### src/rtl/uart_tx_serializer.sv
// UART transmit serializer: one byte per XMitGo/TxEmpty handshake, sent as
// start bit, 8 data bits LSB first, optional parity, then 1 or 2 stop bits.
module uart_tx_serializer #(
  parameter int CLKS_PER_BIT = 434,
  parameter int PARITY       = 0,
  parameter int STOP_BITS    = 1
) (
  input  logic       Clock,
  input  logic       Reset,
  input  logic       XMitGo,
  input  logic [7:0] TxData,
  output logic       TxD,
  output logic       TxEmpty
);

  localparam int            CW   = $clog2(CLKS_PER_BIT);
  localparam logic [CW-1:0] LAST = CW'(CLKS_PER_BIT - 1);

  if (CLKS_PER_BIT < 2) begin : g_bad_clks
    $error("uart_tx_serializer: CLKS_PER_BIT must be >= 2");
  end
  if (PARITY < 0 || PARITY > 2) begin : g_bad_parity
    $error("uart_tx_serializer: PARITY must be 0, 1 or 2");
  end
  if (STOP_BITS != 1 && STOP_BITS != 2) begin : g_bad_stop
    $error("uart_tx_serializer: STOP_BITS must be 1 or 2");
  end

  typedef enum logic [2:0] {
    S_IDLE,
    S_START,
    S_DATA,
    S_PARITY,
    S_STOP
  } state_t;

  state_t        state_q, state_d;
  logic [CW-1:0] baud_q, baud_d;
  logic [2:0]    bit_idx_q, bit_idx_d;
  logic [7:0]    shift_q, shift_d;
  logic          parity_q, parity_d;
  logic          stop_q, stop_d;
  logic          txd_q, txd_d;
  logic          tx_empty_q, tx_empty_d;
  logic          bit_end;

  always_ff @(posedge Clock) begin
    if (Reset) begin
      state_q    <= S_IDLE;
      baud_q     <= '0;
      bit_idx_q  <= '0;
      shift_q    <= '0;
      parity_q   <= 1'b0;
      stop_q     <= 1'b0;
      txd_q      <= 1'b1;
      tx_empty_q <= 1'b1;
    end else begin
      state_q    <= state_d;
      baud_q     <= baud_d;
      bit_idx_q  <= bit_idx_d;
      shift_q    <= shift_d;
      parity_q   <= parity_d;
      stop_q     <= stop_d;
      txd_q      <= txd_d;
      tx_empty_q <= tx_empty_d;
    end
  end

  // TxD is computed one edge ahead so it is always a clean registered output.
  always_comb begin
    state_d    = state_q;
    baud_d     = baud_q;
    bit_idx_d  = bit_idx_q;
    shift_d    = shift_q;
    parity_d   = parity_q;
    stop_d     = stop_q;
    txd_d      = txd_q;
    tx_empty_d = tx_empty_q;
    bit_end    = (baud_q == LAST);

    if (state_q != S_IDLE) begin
      baud_d = bit_end ? '0 : baud_q + CW'(1);
    end

    case (state_q)
      S_IDLE: begin
        txd_d      = 1'b1;
        tx_empty_d = 1'b1;
        if (XMitGo) begin
          shift_d    = TxData;
          parity_d   = (^TxData) ^ (PARITY == 2);
          txd_d      = 1'b0;
          tx_empty_d = 1'b0;
          baud_d     = '0;
          stop_d     = 1'b0;
          state_d    = S_START;
        end
      end
      S_START: begin
        if (bit_end) begin
          bit_idx_d = '0;
          txd_d     = shift_q[0];
          state_d   = S_DATA;
        end
      end
      S_DATA: begin
        if (bit_end) begin
          shift_d   = shift_q >> 1;
          bit_idx_d = bit_idx_q + 3'd1;
          if (bit_idx_q != 3'd7) begin
            txd_d = shift_q[1];
          end else if (PARITY != 0) begin
            txd_d   = parity_q;
            state_d = S_PARITY;
          end else begin
            txd_d   = 1'b1;
            state_d = S_STOP;
          end
        end
      end
      S_PARITY: begin
        if (bit_end) begin
          txd_d   = 1'b1;
          state_d = S_STOP;
        end
      end
      S_STOP: begin
        txd_d = 1'b1;
        if (bit_end) begin
          // With two stop bits the first boundary only flips the stop counter.
          if (STOP_BITS == 2 && !stop_q) begin
            stop_d = 1'b1;
          end else begin
            stop_d     = 1'b0;
            tx_empty_d = 1'b1;
            state_d    = S_IDLE;
          end
        end
      end
      default: begin
        state_d    = S_IDLE;
        txd_d      = 1'b1;
        tx_empty_d = 1'b1;
      end
    endcase
  end

  assign TxD     = txd_q;
  assign TxEmpty = tx_empty_q;

endmodule

### config.mk
export PLATFORM = sky130hd
export DESIGN_NAME = uart_tx_serializer
export DESIGN_NICKNAME = d
export VERILOG_FILES = /design/src/rtl/uart_tx_serializer.sv
export SDC_FILE = /design/constraint.sdc
export NUM_CORES = 1
export LEC_CHECK = 0
export CORE_ASPECT_RATIO = 0.8
export CORE_MARGIN = 3
export CORE_UTILIZATION = 55
export CTS_CLUSTER_SIZE = 25
export DETAILED_ROUTE_END_ITERATION = 6
export PLACE_DENSITY = 0.86
export SLEW_MARGIN = 5
export SYNTH_ARGS = -nofsm -noshare
export SYNTH_HDL_FRONTEND = slang
export SYNTH_SLANG_ARGS = --single-unit
### constraint.sdc
create_clock -name Clock -period 3.2 [get_ports Clock]
set_input_delay 0.64 -clock Clock [delete_from_list [all_inputs] [get_ports Clock]]
set_output_delay 0.64 -clock Clock [all_outputs]
set_load 0.05 [all_outputs]
Word-level counts from Yosys, hierarchy flattened
Cells that the tools add are included.
{ "word_totals": {"word_cells": 54, "out_inout_bits": 2, "regBits": 25, "input_bits": 11} }
{ "classes": {"eq_ne": 12, "n_bitwise": 1, "reduce_logical": 10, "n_addsub": 2, "mux": 23} }
{ "ops": {"columns": ["op", "n"], "rows": [
  ["9-bit two-way mux", 4],
  ["3-bit two-way mux", 7],
  ["8-bit two-way mux", 2],
  ["8-bit case mux with 2 select lines", 1],
  ["3-bit case mux with 5 select lines", 1],
  ["2-bit inequality test, second input constant", 6],
  ["9-bit by 1-bit adder with 9-bit output, second input constant", 1],
  ["9-bit == test, second input constant", 1],
  ["3-bit AND reduction", 3],
  ["3-bit by 2-bit == test with 1-bit output, second input constant", 2],
  ["3-bit case mux with 2 select lines", 1],
  ["6-bit AND reduction", 1],
  ["1-bit two-way mux", 5],
  ["1-bit case mux with 4 select lines", 1],
  ["2-bit nonzero test", 2],
  ["3-bit by 1-bit adder with 3-bit output, second input constant", 1],
  ["3-bit by 1-bit == test with 1-bit output, second input constant", 1],
  ["3-bit == test, second input constant", 1],
  ["3-bit zero test", 1],
  ["3-bit inequality test, second input constant", 1],
  ["1-bit case mux with 3 select lines", 1],
  ["3-bit nonzero test", 1],
  ["3-bit OR reduction", 1],
  ["2-bit AND reduction", 1],
  ["1-bit inverter", 1]
]} }

Longest topological paths before layout
Gate-level depths: netlist of run 1.
{ "depth": {"word_depth": 5, "depth_mapped": 8, "mapped_depth_nobuf": 6} }

Least setup slack after synthesis of run 1
Ideal clock, no wire load.
{ "synth_timing": {"kind": "input to register", "start": "input XMitGo", "end": "register tx_empty_q, in the netlist TxEmpty", "path_buffers": 2, "required_time_ps": 3086, "setup_slack_ps": 1541, "path_stages": 6, "setup_time_ps": 114, "t_arrival_ps": 1545, "cell_sequence": "nor3b_2 nand2b_1 clkbuf_1 buf_2 o31a_1 a21o_1"} }
{ "synth_between": {"elab_chain_len": 2} }
{ "synth_lines": {"columns": ["item", "line", "text"], "rows": [
  ["start: declaration", "10", "input logic XMitGo,"],
  ["1-bit two-way mux", "89", "if (XMitGo) begin"],
  ["1-bit case mux with 3 select lines", "85", "case (state_q)"],
  ["end signal: assignment", "65", "tx_empty_q <= tx_empty_d;"],
  ["end: declaration", "44", "logic tx_empty_q, tx_empty_d;"]
]} }
Every way passes these cells.
A chain may end at the register's enable or synchronous reset.

Final worst setup path of run 1
{ "layout_timing": {"start": "register state_q[1]", "end": "register baud_q[7]"} }
{ "layout_between": {"elab_chain_len": 4, "word_cells_on_any_way": 5, "cone_classes": "3 x mux; 2 x reduce/logical"} }
{ "layout_lines": {"columns": ["item", "line", "text"], "rows": [
  ["start: declaration", "37", "state_t state_q, state_d;"],
  ["start signal: assignment", "58", "state_q <= state_d;"],
  ["3-bit nonzero test", "81", "if (state_q != S_IDLE) begin"],
  ["9-bit two-way mux", "81", null],
  ["9-bit two-way mux", "89", null],
  ["9-bit two-way mux *", "85", null],
  ["end signal: assignment", "59", "baud_q <= baud_d;"],
  ["end: declaration", "38", "logic [CW-1:0] baud_q, baud_d;"]
]} }
Every way passes the cells marked *; elsewhere a longest branch is shown, timed or not.

==> results of run 1 <==
## worst max-delay path: cells and delay by family, from the launching register on
family,cells,cell delay [ns]
flops,1,0.94
simple gates,1,0.29
compound gates,3,0.88
## registers in the layout, summed over array words and instances, names as in the netlist
signal	count
TxEmpty	1
state_q	3
TxD	1
bit_idx_q	3
baud_q	9
shift_q	8
## cell type report
| class | count | area [um2] | area share |
|---|---|---|---|
| Multi-Input combinational cell | 107 | 753 | 0.510 |
| Sequential cell | 25 | 500 | 0.339 |
| Timing Repair Buffer | 13 | 128 | 0.0864 |
| Inverter | 10 | 37.5 | 0.0254 |
| Tap cell | 25 | 31.3 | 0.0212 |
| Clock buffer | 4 | 26.3 | 0.0178 |
## layout by cell type, fill, tap and decap left out, types with 2 or more instances in the layout
cell type / Yosys / layout
a21o_1: 2 / 2
nand4b_1: 2 / 2
nand2_1: 10 / 10
a221oi_1: 7 / 7
ha_1: 4 / 4
dfxtp_1: 25 / 25
nor3_1: 4 / 4
nand3_1: 3 / 3
a21oi_1: 10 / 10
a31oi_1: 3 / 3
nor2b_1: 9 / 9
a22oi_1: 3 / 3
clkdlybuf4s50_1: 0 / 12
nor4_1: 2 / 2
o21ai_0: 3 / 3
clkbuf_4: 0 / 3
inv_1: 10 / 10
nand2b_1: 2 / 2
a311oi_1: 8 / 8
nor2_1: 12 / 12
xor2_1: 2 / 2
mux2i_1: 3 / 3
## power breakdown
group / switching (mW) / total [mW] / internal [mW]
Clock: 0.0903 / 0.139 / 0.0488
Combinational: 0.0641 / 0.117 / 0.0532
Sequential: 0.0205 / 0.349 / 0.329
Total: 0.175 / 0.606 / 0.431
## kinds of logic (layout without fill, tap and decap cells)
logic type / after synthesis / count (layout)
muxes: 3 / 3
and+or+nand+nor: 53 / 53
AOI/OAI and AO/OA: 45 / 45
DFF: 25 / 25
adders and majority gates: 4 / 4
buffers and inverters: 23 / 27
xor gates and xnor gates: 2 / 2
## per-layer routing
| metal | part of all wire | routed length (um) | GRT usage | vias to the layer above |
|---|---|---|---|---|
| li1 | - | - | - | 581 |
| met1 | 0.49 | 1350 | 0.279 | 551 |
| met2 | 0.47 | 1290 | 0.307 | 24 |
| met3 | 0.038 | 105 | 0.0463 | 2 |
| met4 | 0.0043 | 12 | 0.0106 | 0 |
| met5 | 0 | 0 | 0 | - |
## worst min-delay path by stage
stage / start / end / slack, ns / cells after the start
floorplan: shift_q[7]$_SDFFE_PP0P_ / shift_q[7]$_SDFFE_PP0P_ / 0.44 / 2
global placement: TxD$_SDFFE_PP1P_ / TxD$_SDFFE_PP1P_ / 0.45 / 1
global route: shift_q[0]$_SDFFE_PP0P_ / shift_q[0]$_SDFFE_PP0P_ / 0.52 / 2
detailed placement: shift_q[7]$_SDFFE_PP0P_ / shift_q[7]$_SDFFE_PP0P_ / 0.47 / 2
finish: shift_q[7]$_SDFFE_PP0P_ / shift_q[7]$_SDFFE_PP0P_ / 0.49 / 2
CTS: shift_q[7]$_SDFFE_PP0P_ / shift_q[7]$_SDFFE_PP0P_ / 0.49 / 2
## stage by stage
stage          hold WS (ns)  setup WS [ns]
3_3_place_gp          0.452          0.878
6_report              0.488          0.996
4_1_cts               0.487           1.03
3_5_place_dp          0.467          0.728
5_1_grt               0.517          0.785
2_1_floorplan         0.443           1.54
==> run metrics, run 1 <==
status=finished, final reports clean; post-synth top area share=0.368; area growth from synthesis to layout=8.46%; placer congestion estimate=0.891; IO Port Bufs=12; Worst EP required=approximately 3.4 ns; clk_lat worst skew=around 0.32 ns; FFs w/ async S/R, synth=0; Mapped Cells=~160; mux cell area share after synthesis=0.0221; power per cell area=around 410 mW/mm2; crit path capture=baud_q[7]$_SDFF_PP0_; WS Path Type=register to register; Synth Warn #=0; Starting DRT DRC Count=slightly below 90; crit-path max FO=28; xor-xnor portion of the synthesized cell area=0.0129; wirelength, routed=2.76 mm; clock sink count=25; diode count=0; Setup Skew=0.00423 ns; DR vias/cell=6.29; Post-Place Cells=between 150 and 200; CTS tree=done; row cnt=15; r2r setup slk=1.0 ns; Crit Reg-Reg Startpoint=state_q[1]$_SDFFE_PP0P_; Setup TNS=0 ns; Finished Cell Area=0.00148 mm2; crit-path cells=nor3_1 -> a21oi_1 -> o22ai_1 -> a211oi_1; beginning of the critical path=state_q[1]$_SDFFE_PP0P_; post-route minimum period=2.20 ns; final setup fails=0; area post-placement=0.00145 mm2; period utilization=0.689; register area share after synthesis=0.368; Final Max Tran Viols=0; Clock Path Buffers=2; final non-filler cell total=184; vias in the first global route=1,037; Final Core Density=0.656; Worst VDD drop=0.289 mV; Routed Antenna Nets=0; via count=1,158; Synth top cells by count=dfxtp_1 (25), nor2_1 (12), a21oi_1 (10), inv_1 (10), nand2_1 (10); CP Capture Type=register; CTS resizes=0; Compound-Gate Fraction of Synth Area=0.257; Leak=~0.54 nW; maxcap violations=0; GRT Util Overall=0.194; DIE AREA=0.00311 mm2; Synth cell types=43; total power=~0.61 mW; Core ar.=around 0.0023 mm2; EDFF count, synth=0; Clock transition at path regs=0.13 ns; Synth area leader=dfxtp_1; root buf cell=clkbuf_4; main combinational cell family by area after synthesis=compound AO/OA/AOI/OAI gates; hold_buf cts=0; slowest stage cell, crit path=dfxtp_1; fillers=approximately 190; WP data arrival=between 2 and 2.5 ns; Post-Syn Nets=170; gr ovfl total=0; Min-Delay Path Class=register to register; Max Freq=454 MHz; count leader, synth=dfxtp_1; H-tree depth=1; ys flop type=dfxtp_1; initial core utilization=0.604; DRC viols=0; nets=175; Startpoint Class=register; die width=61.6 um; DIE HEIGHT=50.5 um; layout cells sized above 1=0.0503; drt first pass iters=4; first-pass GRT wire length=between 4 and 5 mm; Post-DP HPWL=around 2.0 mm; Yosys reg bits=25; I/O pin count=13; relative slew slack=0.397; CTS Buf Count=3; post-CTS setup buffer count=0; Synth Area in Simple Gates=0.224; final hold vios=0; RSZ-0062 raised after global routing=false; CP max stage delay=about 0.94 ns; Area contributors post-synth=dfxtp_1 (37%), a311oi_1 (5.1%), a221oi_1 (4.5%); largest net degree at the start of global routing=29; Synth Area per Inst=between 8 and 9 um2; initial antenna violation count=0; actual slew at the worst max-slew pin=0.904 ns; Adder-Cell Fraction of Synth Area=0.0368; Mapped Area=0.00136 mm2; RR Endpoint=baud_q[7]$_SDFF_PP0_; Routed WL per cell=roughly 15 um; worst r2r path cells=4
Power figures use the tool's default switching activity.
==> inputs of run 2 (changes only) <==
Settings changed: CORE_UTILIZATION 55 to 50, PLACE_DENSITY 0.86 to 0.83.
Clock period 3.2 ns to 1.8 ns, I/O delays scaled along.
==> run metrics, run 2 (synthesis gave the netlist of run 1 again) <==
DIE AREA=0.00339 mm2 (+8.9%); H-tree depth=1 (unchanged); Startpoint Class=register; final hold vios=0 (unchanged); status=finished, final reports clean; maxcap violations=0 (unchanged); Starting DRT DRC Count=86 (-3.4%); crit-path cells=inv_1 -> ha_1 -> and4bb_4 -> a211oi_2 -> o21ai_0 -> a31oi_1; Worst EP required=2.06 ns (-1.38 ns); placer congestion estimate=0.862 (-3.3%); DR vias/cell=5.72 (-9.0%); most frequent cells in the layout=dfxtp_1 (24), buf_4 (15), nor2_1 (12); post-CTS setup buffer count=0 (unchanged); GRT Util Overall=0.182 (-0.0120); Core ar.=0.00252 mm2 (+12%); initial core utilization=0.540 (-0.0648); clk_lat worst skew=0.32 ns (about the same); hold_buf cts=0 (unchanged); via count=1,185 (+2.3%); post-route minimum period=1.72 ns (-0.483 ns); row cnt=16 (+1); CTS Buf Count=3 (unchanged); diode count=0 (unchanged); Psw=0.332 mW (+90%); Sw Share=0.296 (+0.00728); top flop regs=baud_q x9, shift_q x8; fillers=224 (+17%); clock sink count=25 (unchanged); Reg with most FFs=baud_q; Routed WL per cell=14.0 um (-6.8%); root buf cell=clkbuf_4; DIE HEIGHT=52.7 um (+4.3%); Max Freq=581 MHz (+28%); slowest stage cell, crit path=dfxtp_1; Top delay family on crit path=compound AO/OA/AOI/OAI gates; final setup fails=0 (unchanged); first-pass GRT wire length=4.84 mm (+1.7%); DRC viols=0 (unchanged); CP Capture Type=register; largest net degree at the start of global routing=18 (-38%); WP data arrival=1.98 ns (-0.46 ns); CTS tree=done; Leak=0.610 nW (+14%); Final Max Tran Viols=0 (unchanged); Setup Skew=0.00205 ns (-0.00218 ns); drt first pass iters=4 (unchanged); Internal Power=0.791 mW (+84%); area growth from synthesis to layout=16.9%; sequential share of power=0.544 (-0.033); commonest non-fill, non-tap cell in the layout=dfxtp_1; initial antenna violation count=0 (unchanged); Worst VDD drop=0.410 mV (+42%); WS Path Type=register to register; Gate power share=0.227 (+0.033); Min-Delay Path Class=register to register; Post-DP HPWL=2.03 mm (+3.2%); Clock transition at path regs=0.14 ns (about the same); gr ovfl total=0 (unchanged); die width=64.3 um (+4.4%); nets=187 (+6.9%); CP max stage delay=0.40 ns (-0.54 ns); wirelength, routed=2.89 mm (+4.9%); actual slew at the worst max-slew pin=0.498 ns (-0.406 ns); Clock power frac=0.229 (about the same); Routed Antenna Nets=0 (unchanged); Clock Path Buffers=2 (unchanged); vias in the first global route=1,041 (+0.39%); layout cells sized above 1=0.152 (+0.102); IO Port Bufs=12 (unchanged); crit-path max FO=8 (-71%); I/O pin count=13 (unchanged); Setup TNS=0 ns (unchanged); buffers and inverters on the worst path=1 (+1); Final Core Density=0.631 (-0.0246); max FFs per register=9 (unchanged); relative slew slack=0.666 (+0.269); period utilization=0.956 (+0.267); power per cell area=706 mW/mm2 (+72%); RSZ-0062 raised after global routing=true
==> run 2: cell types whose count changed in the layout (fill, tap and decap cells not counted), sizes merged <==
cell and delta:
buf +14, clkbuf -1, clkdlybuf4s50 -2, clkinv +1
==> run 2: final timing paths <==
check,startpoint,to,slack (ns),depth (start not counted)
worst max-delay path,baud_q[1]$_SDFF_PP0_,baud_q[5]$_SDFF_PP0_,0.08,6
worst min-delay path,shift_q[2]$_SDFFE_PP0P_,shift_q[2]$_SDFFE_PP0P_,0.49,2
worst max register to register,baud_q[1]$_SDFF_PP0_,baud_q[5]$_SDFF_PP0_,0.08,6
worst min register to register,shift_q[2]$_SDFFE_PP0P_,shift_q[2]$_SDFFE_PP0P_,0.49,2
==> run 2: power groups by stage <==
stage,Clock (mW),Combinational [mW],Sequential [mW]
6_report,0.257,0.255,0.611
3_5_place_dp,0,0.250,0.622
4_1_cts,0.267,0.253,0.610
5_1_grt,0.287,0.280,0.616
2_1_floorplan,0,0.148,0.632
3_3_place_gp,0,0.242,0.620
==> run 2: repair_timing <==
item	4_1_cts	5_1_grt
endpoints found under the hold margin	0	0
endpoints found under the setup margin	7	12
gates resized for setup	2	3
gates cloned	0	0
==> run 2: through the flow <==
stage / power, mW / worst slack, ns / hold WS, ns / cells / area, um2
global route: 1.18 / -0.0482 / 0.505 / 207 / 1590
global placement: 0.862 / -0.0741 / 0.458 / 203 / 1550
finish: 1.12 / 0.0788 / 0.487 / 207 / 1590
floorplan: 0.780 / 0.173 / 0.443 / 155 / 1360
CTS: 1.13 / 0.0660 / 0.486 / 207 / 1590
detailed placement: 0.872 / -0.143 / 0.461 / 203 / 1550
==> run 2: layout make-up <==
cell class              instances  area [um2]  area share
clock inverters                 1        5.00     0.00314
clock buffers                   3        22.5      0.0142
repair buffers                 25         213       0.134
flip-flops and latches         25         502       0.315
inverters                      10        37.5      0.0236
well taps                      36        45.0      0.0283
multi-input cells             107         767       0.482
==> run 2: layer usage <==
| metal | part of all wire | global-route usage |
|---|---|---|
| met2 | 0.45 | 0.286 |
| met5 | 0 | 0 |
| met3 | 0.040 | 0.0451 |
| met1 | 0.51 | 0.247 |
| met4 | 0 | 0.0526 |
==> run 2: tightest hold or removal path: stages (launching register included) <==
cell and delay (ns):
dfxtp_1 0.34, inv_1 0.05, a311oi_1 0.06
==> inputs of run 3 (changes only) <==
Settings changed: CAP_MARGIN set to 10.
==> results of run 3 <==
Final layout, timing and power as in run 2 (identical DEF).
